<file path="src/rtl/ro_pkg.sv">
// Shared definitions for the RO experiment: FSM encodings and defaults.
// The counter-enable controller takes its state encodings from here too.
package ro_pkg;

    localparam logic [1:0] ST_IDLE     = 2'b00;
    localparam logic [1:0] ST_COUNT    = 2'b01;
    localparam logic [1:0] ST_DONE     = 2'b10;
    localparam logic [1:0] ST_WAIT_LOW = 2'b11;

    localparam int CNT_W_DEF = 32;

    typedef enum logic [1:0] {
        S_IDLE     = ST_IDLE,
        S_COUNT    = ST_COUNT,
        S_DONE     = ST_DONE,
        S_WAIT_LOW = ST_WAIT_LOW
    } pc_state_e;

endpackage

</file>
<file path="src/rtl/ro_pair_counter_if.sv">
// Result bus from the pair counter to the readout logic.
// Valid/ready handshake plus the latched window result.
interface ro_pair_counter_if #(
    parameter int CNT_W = 32
);

    logic             result_valid;
    logic             result_ready;
    logic [CNT_W-1:0] count_a;
    logic [CNT_W-1:0] count_b;
    logic             resp_bit;
    logic             overflow;
    logic             window_missed;

    modport master (
        output result_valid,
        output count_a,
        output count_b,
        output resp_bit,
        output overflow,
        output window_missed,
        input  result_ready
    );

    modport slave (
        input  result_valid,
        input  count_a,
        input  count_b,
        input  resp_bit,
        input  overflow,
        input  window_missed,
        output result_ready
    );

endinterface

</file>
<file path="src/rtl/ro_edge_sync.sv">
// Synchronizes an asynchronous RO output into clk and emits a
// one-cycle pulse on each synchronized rising edge.
module ro_edge_sync #(
    parameter int SYNC_LEN = 2
) (
    input  logic clk,
    input  logic rst,
    input  logic ro,
    output logic rise
);

    logic [SYNC_LEN-1:0] sync;
    logic                prev;

    // Synchronizer chain followed by the edge-history flop.
    always_ff @(posedge clk) begin
        if (rst) begin
            sync <= '0;
            prev <= 1'b0;
        end else begin
            sync <= {sync[SYNC_LEN-2:0], ro};
            prev <= sync[SYNC_LEN-1];
        end
    end

    assign rise = sync[SYNC_LEN-1] & ~prev;

endmodule

</file>
<file path="src/rtl/ro_pair_counter.sv">
// Counts rising edges of two ring oscillators over a counteren window
// and hands the latched counts and response bit to readout.
import ro_pkg::*;

module ro_pair_counter #(
    parameter int CNT_W    = CNT_W_DEF,
    parameter int SYNC_LEN = 2
) (
    input  logic                      clk,
    input  logic                      rst,
    input  logic                      counteren,
    input  logic                      ro_a,
    input  logic                      ro_b,
    ro_pair_counter_if.master         res,
    output logic [1:0]                pc_state
);

    localparam logic [CNT_W-1:0] MAX = '1;
    localparam logic [CNT_W-1:0] ONE = CNT_W'(1);

    pc_state_e        state;
    pc_state_e        state_nx;
    logic             en_q;
    logic             armed;
    logic             rise;
    logic             fall;
    logic             hs;
    logic             edge_a;
    logic             edge_b;
    logic             ovf;
    logic [CNT_W-1:0] cnt_a;
    logic [CNT_W-1:0] cnt_b;

    ro_edge_sync #(.SYNC_LEN(SYNC_LEN)) u_sync_a (
        .clk  (clk),
        .rst  (rst),
        .ro   (ro_a),
        .rise (edge_a)
    );

    ro_edge_sync #(.SYNC_LEN(SYNC_LEN)) u_sync_b (
        .clk  (clk),
        .rst  (rst),
        .ro   (ro_b),
        .rise (edge_b)
    );

    // armed blocks a window that was already open when rst released
    assign rise = counteren & ~en_q & armed;
    assign fall = ~counteren & en_q;
    assign hs   = res.result_valid & res.result_ready;

    // Next-state logic for the window FSM.
    always_comb begin
        state_nx = state;
        unique case (state)
            S_IDLE:     if (rise) state_nx = S_COUNT;
            S_COUNT:    if (fall) state_nx = S_DONE;
            S_DONE:     if (hs) state_nx = counteren ? S_WAIT_LOW : S_IDLE;
            S_WAIT_LOW: if (!counteren) state_nx = S_IDLE;
            default:    state_nx = S_IDLE;
        endcase
    end

    // State register, enable history and the lagging debug copy.
    always_ff @(posedge clk) begin
        if (rst) begin
            state    <= S_IDLE;
            en_q     <= 1'b0;
            armed    <= 1'b0;
            pc_state <= ST_IDLE;
        end else begin
            state    <= state_nx;
            en_q     <= counteren;
            armed    <= armed | ~counteren;
            pc_state <= state;
        end
    end

    // Saturating edge counters; ovf marks a counter reaching all-ones.
    always_ff @(posedge clk) begin
        if (rst) begin
            cnt_a <= '0;
            cnt_b <= '0;
            ovf   <= 1'b0;
        end else if (state == S_IDLE && rise) begin
            cnt_a <= '0;
            cnt_b <= '0;
            ovf   <= 1'b0;
        end else if (state == S_COUNT && !fall) begin
            if (edge_a && cnt_a != MAX) begin
                cnt_a <= cnt_a + ONE;
                if (cnt_a == MAX - ONE) ovf <= 1'b1;
            end
            if (edge_b && cnt_b != MAX) begin
                cnt_b <= cnt_b + ONE;
                if (cnt_b == MAX - ONE) ovf <= 1'b1;
            end
        end
    end

    // Result latch at window close and handshake bookkeeping.
    always_ff @(posedge clk) begin
        if (rst) begin
            res.result_valid  <= 1'b0;
            res.count_a       <= '0;
            res.count_b       <= '0;
            res.resp_bit      <= 1'b0;
            res.overflow      <= 1'b0;
            res.window_missed <= 1'b0;
        end else if (state == S_COUNT && fall) begin
            res.result_valid <= 1'b1;
            res.count_a      <= cnt_a;
            res.count_b      <= cnt_b;
            res.resp_bit     <= cnt_a > cnt_b;
            res.overflow     <= ovf;
        end else if (state == S_DONE) begin
            if (hs) begin
                res.result_valid  <= 1'b0;
                res.window_missed <= 1'b0;
            end else if (rise) begin
                res.window_missed <= 1'b1;
            end
        end
    end

endmodule

</file>
<file path="src/flat_wrapper.sv">
// flat-port wrapper written by rule: the top's interface ports become plain ports
module ro_pair_counter_flat 
#(
    parameter int CNT_W    = CNT_W_DEF,
    parameter int SYNC_LEN = 2
)
  (clk, rst, counteren, ro_a, ro_b, pc_state, res_result_valid, res_count_a, res_count_b, res_resp_bit, res_overflow, res_window_missed, res_result_ready);
  ro_pair_counter_if #(.CNT_W(CNT_W)) res_i ();
  input  logic clk;
  input  logic rst;
  input  logic counteren;
  input  logic ro_a;
  input  logic ro_b;
  output logic [1:0] pc_state;
  output wire logic [$bits(res_i.result_valid)-1:0] res_result_valid;
  output wire logic [$bits(res_i.count_a)-1:0] res_count_a;
  output wire logic [$bits(res_i.count_b)-1:0] res_count_b;
  output wire logic [$bits(res_i.resp_bit)-1:0] res_resp_bit;
  output wire logic [$bits(res_i.overflow)-1:0] res_overflow;
  output wire logic [$bits(res_i.window_missed)-1:0] res_window_missed;
  input wire logic [$bits(res_i.result_ready)-1:0] res_result_ready;
  assign res_result_valid = res_i.result_valid;
  assign res_count_a = res_i.count_a;
  assign res_count_b = res_i.count_b;
  assign res_resp_bit = res_i.resp_bit;
  assign res_overflow = res_i.overflow;
  assign res_window_missed = res_i.window_missed;
  assign res_i.result_ready = res_result_ready;
  ro_pair_counter #(.CNT_W(CNT_W), .SYNC_LEN(SYNC_LEN)) u_core (.clk(clk), .rst(rst), .counteren(counteren), .ro_a(ro_a), .ro_b(ro_b), .res(res_i), .pc_state(pc_state));
endmodule
</file>
<file path="config.mk">
export PLATFORM = sky130hd
export DESIGN_NAME = ro_pair_counter_flat
export DESIGN_NICKNAME = d
export VERILOG_FILES = /design/src/rtl/ro_pkg.sv /design/src/rtl/ro_pair_counter_if.sv /design/src/rtl/ro_edge_sync.sv /design/src/rtl/ro_pair_counter.sv /design/src/flat_wrapper.sv
export SDC_FILE = /design/constraint.sdc
export NUM_CORES = 1
export LEC_CHECK = 0
export CAP_MARGIN = 20
export CORE_UTILIZATION = 35
export DETAILED_ROUTE_END_ITERATION = 10
export MAX_ROUTING_LAYER = met4
export PLACE_DENSITY = 0.52
export RECOVER_POWER = 25
export SLEW_MARGIN = 20
export SYNTH_ARGS = -nofsm -noshare
export SYNTH_HDL_FRONTEND = slang
export SYNTH_SLANG_ARGS = --single-unit
</file>
<file path="constraint.sdc">
create_clock -name clk -period 5.76 [get_ports clk]
set_clock_uncertainty 0.05 [all_clocks]
set_input_delay 0.576 -clock clk [delete_from_list [all_inputs] [get_ports clk]]
set_output_delay 0.576 -clock clk [all_outputs]
set_load 0.005 [all_outputs]
</file>
==> qor.csv <==
stage,metric,value,unit
run_status,outcome,completed,
power_and_ir_drop,pwr_density_cell,258,nW/um^2
worst_setup_path,start_kind,input port,
clock_network,htree_num_levels,4,
placed_design,pre_cts_slack,2480,ps
timing,fin_crit_sh,0.515,
die,die_area,20400,sq um
power_and_ir_drop,total_leakage_power,3.03,nW
finish,multiInputGateArea,3690,sq um
logic_synthesis,synth.top_cells.by_area,"dfxtp_1 (42%), nand2_1 (9.5%), a21oi_1 (8.3%)",
clock_network,cts-root-buf,clkbuf_16,
finish,drive_above_1_share,0.0654,
logic_synthesis,synth-seq-cells,145,
clock_network,clock_sinks,145,
clock_network,clockBufferDepth,2,
global_route,globalRouteOverflowTotal,0,
timing,setup_viol,0,
worst_setup_path,slowest_stage,dlygate4sd3_1,
worst_hold_path,holdCritPathClass,reg -> reg,
logic_synthesis,synth_top_area_cell,dfxtp_1,
timing,layout_min_cycle_time,2970,ps
timing,tightest_slew,1210,ps
die,die_w,143,microns
timing,fin_ws,2790,ps
power_and_ir_drop,ir_worst_vdd,202,uV
worst_setup_path,reg2reg_depth,6,
worst_setup_path,path_max_fanout,11,
timing,rsz0062_at_grt,false,
placed_design,hpwl,13000,microns
finish,fillCellCount,1983,
global_route,grt_usage,0.198,
logic_synthesis,yosysSeqAreaShare,0.418,
routing,drcViolationCount,0,
routing,routed.top_layer,met4,
logic_synthesis,syn_inst,856,
routing,num_vias,6171,
worst_setup_path,crit_type,in -> reg,
routing,wl_met3,674,microns
placed_design,gp_congestion,0.865,
routing,detailedRoute.firstPassIterationCount,5,
timing,drv_slew,0,
clock_network,hold_buffers,0,
routing,wl_per_cell,15.7,microns
worst_setup_path,r2r-start,u_core.state[0],
worst_setup_path,end_kind,register,
clock_network,clock_latency,420,ps
routing,routed_wl,18600,microns
clock_network,post-cts-setup-buffer-count,0,
worst_hold_path,hold_path_end,u_core.u_sync_b.sync[1],
die,pin_count,76,
worst_hold_path,holdCritStartpoint,u_core.u_sync_b.sync[0],
worst_setup_path,cp_cell_sequence,dlygate4sd3_1 > nand2b_1 > nand4_1 > or4_4 > or4_1 > a21oi_1,
finish,final_net_count,949,
clock_network,cts_tree,built,
routing,wl_met2,8240,microns
die,start_util,0.357,
logic_synthesis,synthArstFlopShare,0,
global_route,antenna_found_initial,0,
die,die_y,143,microns
global_route,grt_pass1_wl,30300,microns
placed_design,portBuffers,75,
logic_synthesis,syn_nets,898,
die,core-area,19500,sq um
timing,fin_tns_setup,0,ps
finish,layout_commonest_cell,nand2_1,
timing,maxSlewHeadroom,0.192,
timing,fmax,0.337,GHz
clock_network,cts.reportedPaths.clkPinSlew,60,ps
global_route,first_global_vias,5569,
logic_synthesis,synth-main-ff-cell,dfxtp_1,
worst_setup_path,arrival,3270,ps
logic_synthesis,syn_area,6940,sq um
logic_synthesis,synth_warnings,0,
logic_synthesis,synth_top_area_frac,0.418,
logic_synthesis,synth-edff-count,0,
worst_setup_path,crit_required,6070,ps
clock_network,ctsResizeCount,0,
routing,vias_per_cell,5.22,
worst_setup_path,r2r_setup_slack,2940,ps
run,cap_violations,0,
logic_synthesis,synth_cell_types,56,
routing,wl_met1,9420,microns
die,rows,51,
global_route,grt_max_degree,84,
finish,final_cell_mix,"nand2_1 (175), dfxtp_1 (145), a21oi_1 (115)",
routing,antenna_left,0,
timing,finalHoldViolations,0,
worst_setup_path,max_stage_delay,720,ps
worst_setup_path,r2r-end,u_core.res.resp_bit,
finish,antenna_cells,0,
clock_network,cts_made_buffers,17,
routing,first_iter_violations,331,
finish,area_delta_synth_final,21.6,%
finish,regArea,2900,sq um
logic_synthesis,synth.avg_cell_area,8.11,sq um
worst_hold_path,hold_path_depth,1,
-- state kept, by name, indices dropped and copies added, names as in the netlist, 2 cells and up --
| register | flops |
|---|---|
| u_core.cnt_a | 32 |
| u_core.cnt_b | 32 |
| u_core.pc_state | 2 |
| u_core.res.count_a | 32 |
| u_core.res.count_b | 32 |
| u_core.state | 2 |
| u_core.u_sync_a.sync | 2 |
| u_core.u_sync_b.sync | 2 |
-- power by group --
part           internal (mW)  switching (mW)
sequential              1.01         0.00380
combinational         0.0147          0.0392
clock                  0.686           0.430
total                   1.71           0.473
-- through the flow --
stage / power [mW] / utilization / hold WS [ps] / std cells / area (sq um)
final: 2.18 / 0.434 / 396 / 1183 / 8440
after global routing: 2.26 / 0.434 / 412 / 1183 / 8440
after detailed placement: 1.09 / 0.404 / 384 / 1153 / 7860
after CTS: 2.21 / 0.434 / 398 / 1183 / 8440
after floorplan: 1.07 / - / 364 / 856 / 6940
after global placement: 1.09 / 0.404 / 380 / 1153 / 7860
-- cell usage after synthesis (8+ instances only) --
cell type	number
and4_1	11
inv_1	38
nor2b_1	13
mux2i_1	10
nand2b_1	10
ha_1	36
o31ai_1	8
clkbuf_1	34
nand2_1	175
nand3_1	22
nor3_1	10
or4_1	8
o21ai_0	16
xnor2_1	13
a21oi_1	115
a211oi_1	9
nor2_1	43
or3_1	12
dfxtp_1	145
nand4_1	36
a31o_2	11
-- layer usage --
layer / vias up / global-route usage
li1: 3143 / -
met1: 2886 / 0.266
met2: 125 / 0.299
met3: 17 / 0.0379
met4: 0 / 0.0572
met5: - / -
-- final cells by class --
type | count | area share
Multi-Input combinational cell | 624 | 0.437
Clock buffer | 20 | 0.0529
Clock inverter | 10 | 0.0163
Tap cell | 265 | 0.0393
Inverter | 38 | 0.0169
Sequential cell | 145 | 0.344
Timing Repair Buffer | 81 | 0.0937
-- critical path, delay by kind of cell --
| kind | cells | cell delay [ps] |
|---|---|---|
| compound gates | 1 | 140 |
| buf+inv | 1 | 720 |
| simple gates | 4 | 1830 |
-- cell families after synthesis --
| group | after synthesis | synth area share |
|---|---|---|
| AOI/OAI and AO/OA | 195 | 0.170 |
| buffers and inverters | 87 | 0.0515 |
| adders and majority gates | 36 | 0.0649 |
| muxes | 10 | 0.0144 |
| xor gates and xnor gates | 13 | 0.0164 |
| and+or+nand+nor | 370 | 0.265 |
| DFF | 145 | 0.418 |
-- worst max-delay path by stage --
stage                    from             endpoint  slack (ps)  depth (start not counted)
floorplan           counteren     u_core.cnt_b[22]        3450                          7
detailed placement  counteren     u_core.cnt_b[30]        2480                          6
CTS                 counteren     u_core.cnt_b[30]        2920                          6
finish              counteren     u_core.cnt_b[30]        2790                          6
global route        counteren  u_core.res.resp_bit        2570                          7
global placement    counteren     u_core.cnt_b[30]        2500                          6
No activity file was read; power rests on OpenSTA's default activity.
